File: config.mk
export PLATFORM = sky130hd
export DESIGN_NAME = aes_mask_iter_flat
export DESIGN_NICKNAME = d
export VERILOG_FILES = /design/src/rtl/aes_mask_pkg.sv /design/src/rtl/aes_mask_iter_if.sv /design/src/rtl/aes_mask_key_rot.sv /design/src/rtl/aes_mask_iter.sv /design/src/flat_wrapper.sv
export SDC_FILE = /design/constraint.sdc
export NUM_CORES = 1
export LEC_CHECK = 0
export CORE_AREA = 4 4 203 205
export DETAILED_ROUTE_END_ITERATION = 16
export DIE_AREA = 0 0 207 209
export PLACE_DENSITY = 0.77
export SLEW_MARGIN = 25
export SYNTH_ARGS = -nofsm -noshare
export SYNTH_HDL_FRONTEND = slang
export SYNTH_SLANG_ARGS = --single-unit
File: constraint.sdc
create_clock -name clk -period 1.7 [get_ports clk]
set_input_delay 0.34 -clock clk [delete_from_list [all_inputs] [get_ports clk]]
set_output_delay 0.34 -clock clk [all_outputs]
set_load 0.1 [all_outputs]
File: src/rtl/aes_mask_pkg.sv
// Shared definitions for the AES mask blocks: FSM encoding, default rotate
// amounts and a generic right-rotate helper.
package aes_mask_pkg;

    typedef enum logic {
        IDLE = 1'b0,
        RUN  = 1'b1
    } fsm_e;

    localparam int unsigned ROT_AES128 = 19;
    localparam int unsigned ROT_AES256 = 22;

    // Widest block the rotr helper can handle.
    localparam int unsigned MAX_WIDTH = 1024;

    // Right-rotate the low w bits of k by r; bits at and above w must be zero
    // on entry and are zero on return.
    function automatic logic [MAX_WIDTH-1:0] rotr(input logic [MAX_WIDTH-1:0] k,
                                                  input int unsigned w,
                                                  input int unsigned r);
        logic [MAX_WIDTH-1:0] mask;
        mask = {MAX_WIDTH{1'b1}} >> (MAX_WIDTH - w);
        return ((k >> r) | (k << (w - r))) & mask;
    endfunction

endpackage

File: src/rtl/aes_mask_iter_if.sv
// Command/result bundle between the host sequencer and the mask block.
interface aes_mask_iter_if #(
    parameter int unsigned WIDTH = 128
) ();
    logic             init;
    logic             next;
    logic             finalize;
    logic             keylen;
    logic [WIDTH-1:0] key;
    logic [WIDTH-1:0] block;
    logic [WIDTH-1:0] result;
    logic             ready;
    logic             done;

    modport master (
        output init, next, finalize, keylen, key, block,
        input  result, ready, done
    );

    modport slave (
        input  init, next, finalize, keylen, key, block,
        output result, ready, done
    );
endinterface

File: src/rtl/aes_mask_key_rot.sv
// Combinational key rotator: right-rotate by ROT_A or ROT_B selected by mode.
module aes_mask_key_rot
    import aes_mask_pkg::*;
#(
    parameter int unsigned WIDTH = 128,
    parameter int unsigned ROT_A = ROT_AES128,
    parameter int unsigned ROT_B = ROT_AES256
) (
    input  logic [WIDTH-1:0] key_in,
    input  logic             mode,
    output logic [WIDTH-1:0] key_out
);

    // Widen, rotate within WIDTH bits, then narrow back.
    always_comb begin
        key_out = WIDTH'(rotr(MAX_WIDTH'(key_in), WIDTH, mode ? ROT_B : ROT_A));
    end

endmodule

File: src/rtl/aes_mask_iter.sv
// Self-sequencing mask block: one accepted `next` runs ROUNDS rounds of
// state ^= key followed by a key rotation, then pulses done.
module aes_mask_iter
    import aes_mask_pkg::*;
#(
    parameter int unsigned WIDTH  = 128,
    parameter int unsigned ROUNDS = 10,
    parameter int unsigned ROT_A  = ROT_AES128,
    parameter int unsigned ROT_B  = ROT_AES256
) (
    input logic            clk,
    input logic            reset_n,
    aes_mask_iter_if.slave bus
);

    localparam int unsigned CTR_W = (ROUNDS > 1) ? $clog2(ROUNDS) : 1;
    localparam logic [CTR_W-1:0] LAST_ROUND = CTR_W'(ROUNDS - 1);

    fsm_e             fsm_reg, fsm_next;
    logic [WIDTH-1:0] state_reg, state_next;
    logic [WIDTH-1:0] key_reg, key_next;
    logic [WIDTH-1:0] key_rot;
    logic             mode_reg, mode_next;
    logic [CTR_W-1:0] round_ctr, round_ctr_next;
    logic             done_reg, done_next;

    aes_mask_key_rot #(
        .WIDTH (WIDTH),
        .ROT_A (ROT_A),
        .ROT_B (ROT_B)
    ) u_key_rot (
        .key_in  (key_reg),
        .mode    (mode_reg),
        .key_out (key_rot)
    );

    // State registers; reset clears everything including any run in flight.
    always_ff @(posedge clk or negedge reset_n) begin
        if (!reset_n) begin
            fsm_reg   <= IDLE;
            state_reg <= '0;
            key_reg   <= '0;
            mode_reg  <= 1'b0;
            round_ctr <= '0;
            done_reg  <= 1'b0;
        end else begin
            fsm_reg   <= fsm_next;
            state_reg <= state_next;
            key_reg   <= key_next;
            mode_reg  <= mode_next;
            round_ctr <= round_ctr_next;
            done_reg  <= done_next;
        end
    end

    // Command decode in IDLE (init > next > finalize) and round sequencing in RUN.
    always_comb begin
        fsm_next       = fsm_reg;
        state_next     = state_reg;
        key_next       = key_reg;
        mode_next      = mode_reg;
        round_ctr_next = round_ctr;
        done_next      = 1'b0;
        case (fsm_reg)
            IDLE: begin
                if (bus.init) begin
                    state_next = bus.block;
                    key_next   = bus.key;
                end else if (bus.next) begin
                    mode_next      = bus.keylen;
                    round_ctr_next = '0;
                    fsm_next       = RUN;
                end else if (bus.finalize) begin
                    state_next = state_reg ^ bus.block;
                    key_next   = key_reg ^ bus.key;
                end
            end
            RUN: begin
                state_next     = state_reg ^ key_reg;
                key_next       = key_rot;
                round_ctr_next = round_ctr + 1'b1;
                if (round_ctr == LAST_ROUND) begin
                    fsm_next  = IDLE;
                    done_next = 1'b1;
                end
            end
            default: fsm_next = IDLE;
        endcase
    end

    assign bus.result = state_reg;
    assign bus.ready  = (fsm_reg == IDLE);
    assign bus.done   = done_reg;

endmodule

File: src/flat_wrapper.sv
// flat-port wrapper written by rule: the top's interface ports become plain ports
module aes_mask_iter_flat import aes_mask_pkg::*;
#(
    parameter int unsigned WIDTH  = 128,
    parameter int unsigned ROUNDS = 10,
    parameter int unsigned ROT_A  = ROT_AES128,
    parameter int unsigned ROT_B  = ROT_AES256
)
  (clk, reset_n, bus_init, bus_next, bus_finalize, bus_keylen, bus_key, bus_block, bus_result, bus_ready, bus_done);
  aes_mask_iter_if #(.WIDTH(WIDTH)) bus_i ();
  input logic clk;
  input logic reset_n;
  input wire logic [$bits(bus_i.init)-1:0] bus_init;
  input wire logic [$bits(bus_i.next)-1:0] bus_next;
  input wire logic [$bits(bus_i.finalize)-1:0] bus_finalize;
  input wire logic [$bits(bus_i.keylen)-1:0] bus_keylen;
  input wire logic [$bits(bus_i.key)-1:0] bus_key;
  input wire logic [$bits(bus_i.block)-1:0] bus_block;
  output wire logic [$bits(bus_i.result)-1:0] bus_result;
  output wire logic [$bits(bus_i.ready)-1:0] bus_ready;
  output wire logic [$bits(bus_i.done)-1:0] bus_done;
  assign bus_i.init = bus_init;
  assign bus_i.next = bus_next;
  assign bus_i.finalize = bus_finalize;
  assign bus_i.keylen = bus_keylen;
  assign bus_i.key = bus_key;
  assign bus_i.block = bus_block;
  assign bus_result = bus_i.result;
  assign bus_ready = bus_i.ready;
  assign bus_done = bus_i.done;
  aes_mask_iter #(.WIDTH(WIDTH), .ROUNDS(ROUNDS), .ROT_A(ROT_A), .ROT_B(ROT_B)) u_core (.clk(clk), .reset_n(reset_n), .bus(bus_i));
endmodule
## Yosys cells after proc, flatten, opt, wreduce, memory -nomap -nowiden

Index checks and enable logic that the tools add are counted.

| word-level totals | value |
|---|---|
| register bits | 263 |
| bits of input ports | 262 |
| output and inout port bits | 130 |
| word-level logic and storage cells | 42 |

| operators by class | value |
|---|---|
| add/sub/neg operators | 2 |
| eq/ne operators | 5 |
| shift operators | 2 |
| muxes and demuxes | 18 |
| bitwise gates (word level) | 6 |
| reduce and logical (&&, ||, !) cells | 3 |

Operators by type and width:

| kind | number |
|---|---|
| $mux 128 | 6 |
| $pmux 128 s2 | 2 |
| $xor 128x128->128 | 3 |
| $or 128x128->128 | 1 |
| $shl 128x32->128 | 1 |
| $shr 128x5->128 | 1 |
| $sub 8x32->32 const A | 1 |
| $mux 4 | 2 |
| $pmux 4 s2 | 1 |
| $ne 3x3->1 const B | 2 |
| $mux 1 | 5 |
| $add 4x1->4 const B | 1 |
| $eq 4x4->1 const B | 1 |
| $ne 2x2->1 const B | 2 |
| $reduce_and 2->1 | 2 |
| $mux 3 | 1 |
| $reduce_and 3->1 | 1 |
| $not 1->1 | 2 |
| $pmux 1 s2 | 1 |

## Longest topological paths before layout

| depth | value |
|---|---|
| word-level depth | 5 |
| gate-level depth with buffers | 6 |

## By module

From an unflattened synthesis, not the netlist that was laid out.

| second synthesis, totals | value |
|---|---|
| cells, all modules | 2451 |
| area, all modules | 20626.0 um^2 |

By module, submodules not included:

| module | times used | cells each | area each (um^2) | seq. area each (um^2) |
|---|---|---|---|---|
| aes_mask_iter | 1 | 2309 | 19007.0 | 6581.3 |
| aes_mask_key_rot | 1 | 142 | 1619.1 | 0.0 |

## Least setup slack after synthesis

No wires, ideal clock.

| path | value |
|---|---|
| path type | reg-to-reg |
| start | register u_core.fsm_reg |
| end | register u_core.round_ctr[0] |
| library setup time | 0.184 ns |
| data arrival time | 1.914 ns |
| required time | 1.516 ns |
| path slack | -0.399 ns |
| cell stages (with the launch flop) | 6 |
| path buffers | 3 |
| period minus slack after synthesis | 2.099 ns |
| path through | dfrtp_1 > buf_6 > inv_1 > buf_4 > clkbuf_1 > o21ai_0 |

| between the ends | value |
|---|---|
| cells in the longest elaborated chain, start to end | 3 |

RTL lines:

| item | RTL line | source |
|---|---|---|
| start: declaration | aes_mask_iter.sv:19 | `fsm_e fsm_reg, fsm_next;` |
| start signal: assignment | aes_mask_iter.sv:47 | `fsm_reg <= fsm_next;` |
| $not 1->1 (no source line) * | -- |  |
| via bus_ready | flat_wrapper.sv:20 | `output wire logic [$bits(bus_i.ready)-1:0] bus_ready;` |
| $ne 2x2->1 (no source line) | -- |  |
| $reduce_and 2->1 (no source line) | -- |  |
| end signal: assignment | aes_mask_iter.sv:51 | `round_ctr <= round_ctr_next;` |
| end: declaration | aes_mask_iter.sv:24 | `logic [CTR_W-1:0] round_ctr, round_ctr_next;` |

Mark *: on every way through the listed nets, which the timed path passes. The rest lies on a longest branch.
A chain may end at the register's enable or synchronous reset.

## Worst setup path in the final report

| path | value |
|---|---|
| start | register u_core.fsm_reg |
| end | output bus_ready |

| between the ends | value |
|---|---|
| cells in the longest elaborated chain, start to end | 1 |

RTL lines:

| item | RTL line |
|---|---|
| $not 1->1 (no source line) | -- |
| end: declaration | flat_wrapper.sv:20 |

No other way between the ends.

==> qor.yml <==
status: "complete, but fails checks"
failed_checks: "negative setup slack"
rows: 73
maxCapViolCount: 0
grt_max_degree: 113
first_iter_violations: 1575
nets: 2520
ys_seq_area_frac: 0.338
syn_nets: 2131
vias_per_cell: 6.34
dpl.hpwl_um: 47500
start_util: 0.494
max_freq_mhz: 575
vdd_drop_max_v: 0.00203
yosys.area_share.simple: 0.0934
routed_wl_um: 67600
coreArea_um2: 39500
track_usage: 0.295
relSlewSlack: 0.610
async_flop_share: 1.00
avgSynthCellArea_um2: 10.4
antenna_found_initial: 13
cp.required_ns: 1.36
hp-class: "in -> async"
synth-edff-count: 0
path_clk_slew_ns: 0.06
firstDrtPassIters: 6
fin_area_um2: 26900
power_density_nw_per_um2: 2460
power_uw: 66300
report.final.slew_viol_count: 0
ant_nets: 0
synth_xor_area_frac: 0.0584
place_ws_ns: -0.390
dieArea_um2: 43300
placed_area_um2: 25600
cts_max_level: 1
clock_path_buffers: 3
period_minus_slack_ns: 1.74
cts_root_buf: "clkbuf_16"
multi_input_area_um2: 11700
finalHoldViolations: 0
wire_per_inst_um: 24.0
cts_tree: "done"
cts.sinks: 263
synth-adder-area-share: 0.00128
vias: 17800
port_buffers: 391
synth_ff_type: "dfrtp_1"
ys_ff_latch: 263
syn-cell-area_um2: 19500
drc: 0
synth_compound_area_frac: 0.313
layout-drive-gt1-share: 0.232
synth_top_family_by_area: "compound AO/OA/AOI/OAI gates"
cts_buffers: 30
synth_mux_area_frac: 0.132
ios: 392
finish.utilization: 0.682
criticalPathCategory: "reg -> out"
grt_pass1_vias: 17800
endpoint_kind: "primary output"
grt_pass1_wl_um: 104000
fillers: 2943
p_leak_uw: 0.0103
gp_routability_congestion: 0.906
tightest_slew_ns: 0.582
setup_viol: 2
syn2layout_area_growth_pct: 38.2
clkLatencyLatePin_ns: 0.56
clock-skew-final_ns: 0.0166
overflow: 0
seq_area_um2: 6590
die_y_um: 209
setup_ws_ns: -0.0405
critPathArrivalTime_ns: 1.40
die_w_um: 207
rsz0062_at_grt: "true"
synth_cell_types: 26
period_share: 1.02
synthCells: 1867
yosysWarnings: 0
worstPathMaxFanout: 2
cp-start-kind: "register"
critical path, stage by stage (launching register included):
cell,delay [ns]
dfrtp_4,0.52
inv_12,0.07
buf_12,0.10
buf_16,0.16
where the power goes:
part           switching, uW  internal [uW]  total, uW
clock network           2740           3820       6560
registers               7150           9780      16900
logic                  24600          18300      42900
total                  34500          31900      66300
routing by layer:
metal | vias to the layer above | track usage | part of all wire
met5 | - | 0 | 0.0011
met4 | 10 | 0.0960 | 0.033
met3 | 142 | 0.0450 | 0.072
met2 | 803 | 0.483 | 0.48
met1 | 8845 | 0.403 | 0.41
li1 | 8043 | - | -
cell families (layout without fill, tap and decap cells):
logic type                 Yosys count  after routing
other                                0              9
muxes                              257            257
buffers and inverters              174            586
and+or+nand+nor                    396            396
AOI/OAI and AO/OA                  645            645
adders and majority gates            2              2
xor gates and xnor gates           130            130
DFF                                263            263
synthesized netlist by cell type (all sizes together) (2+ instances only):
master	number	area share
nor2b	129	0.042
a211oi	256	0.099
mux2i	256	0.13
inv	3	0.00058
xor2	2	0.00090
ha	2	0.0013
clkbuf	58	0.011
dfrtp	263	0.34
o21ai	4	0.0010
xnor2	128	0.058
buf	112	0.051
nand3	4	0.0010
nand2	259	0.050
a221oi	256	0.18
nor2	2	0.00039
a21oi	129	0.033
through the flow:
stage	hold slack, ns	instances	TNS, ns
2_1_floorplan	0.0444	1867	0
4_1_cts	0.283	2798	-0.0843
5_1_grt	0.293	2813	-1.34
3_5_place_dp	0.268	2736	-77.80
3_3_place_gp	0.263	2736	-73.01
6_report	0.281	2813	-0.0463
layout make-up:
| type | instances | share of cell area |
|---|---|---|
| sequential | 263 | 0.245 |
| antenna | 9 | 0.000836 |
| tap | 525 | 0.0244 |
| inverter | 3 | 0.00116 |
| timing repair buffer | 527 | 0.258 |
| multi-input combinational | 1430 | 0.434 |
| timing repair inverter | 1 | 0.000325 |
| clock buffer | 48 | 0.0342 |
| clock inverter | 7 | 0.00223 |
cells in the final DEF (no fill, tap or decap), types with 35 or more instances in the layout:
cell type and instances:
mux2i_1 256, a221oi_2 205, clkdlybuf4s50_1 260, nor2b_1 128, buf_12 170, xnor2_1 128, nand2_1 259, a211oi_1 253
buf_4 84, a21oi_1 129, clkbuf_16 35, a221oi_1 51, dfrtp_1 261
worst paths after layout:
check                      depth (start not counted)  slack [ns]                                  to                       startpoint
setup / recovery                                   3       -0.04                           bus_ready         u_core.fsm_reg$_DFF_PN0_
hold / removal                                     2        0.28  u_core.bus.result[111]$_DFFE_PN0P_                          reset_n
hold reg to reg                                    1        0.53           u_core.bus.done$_DFF_PN0_  u_core.round_ctr[2]$_DFFE_PN0P_
max in group asynchronous                          3        0.64   u_core.bus.result[27]$_DFFE_PN0P_                          reset_n
setup reg to reg                                   6       -0.01     u_core.key_reg[122]$_DFFE_PN0P_         u_core.fsm_reg$_DFF_PN0_
min in group clk                                   2        0.39         u_core.mode_reg$_DFFE_PN0P_                       bus_keylen
repair_timing:
item                                    in CTS  in global routing
endpoints found under the setup margin       5                156
endpoints found under the hold margin       28                  0
hold buffers                                 1                  0
gates resized for setup                     10                 11
gates cloned                                 2                  4
buffers inserted                             4                  2
pin swaps                                    1                  1
Note: power is estimated with default switching activity, not from simulation.
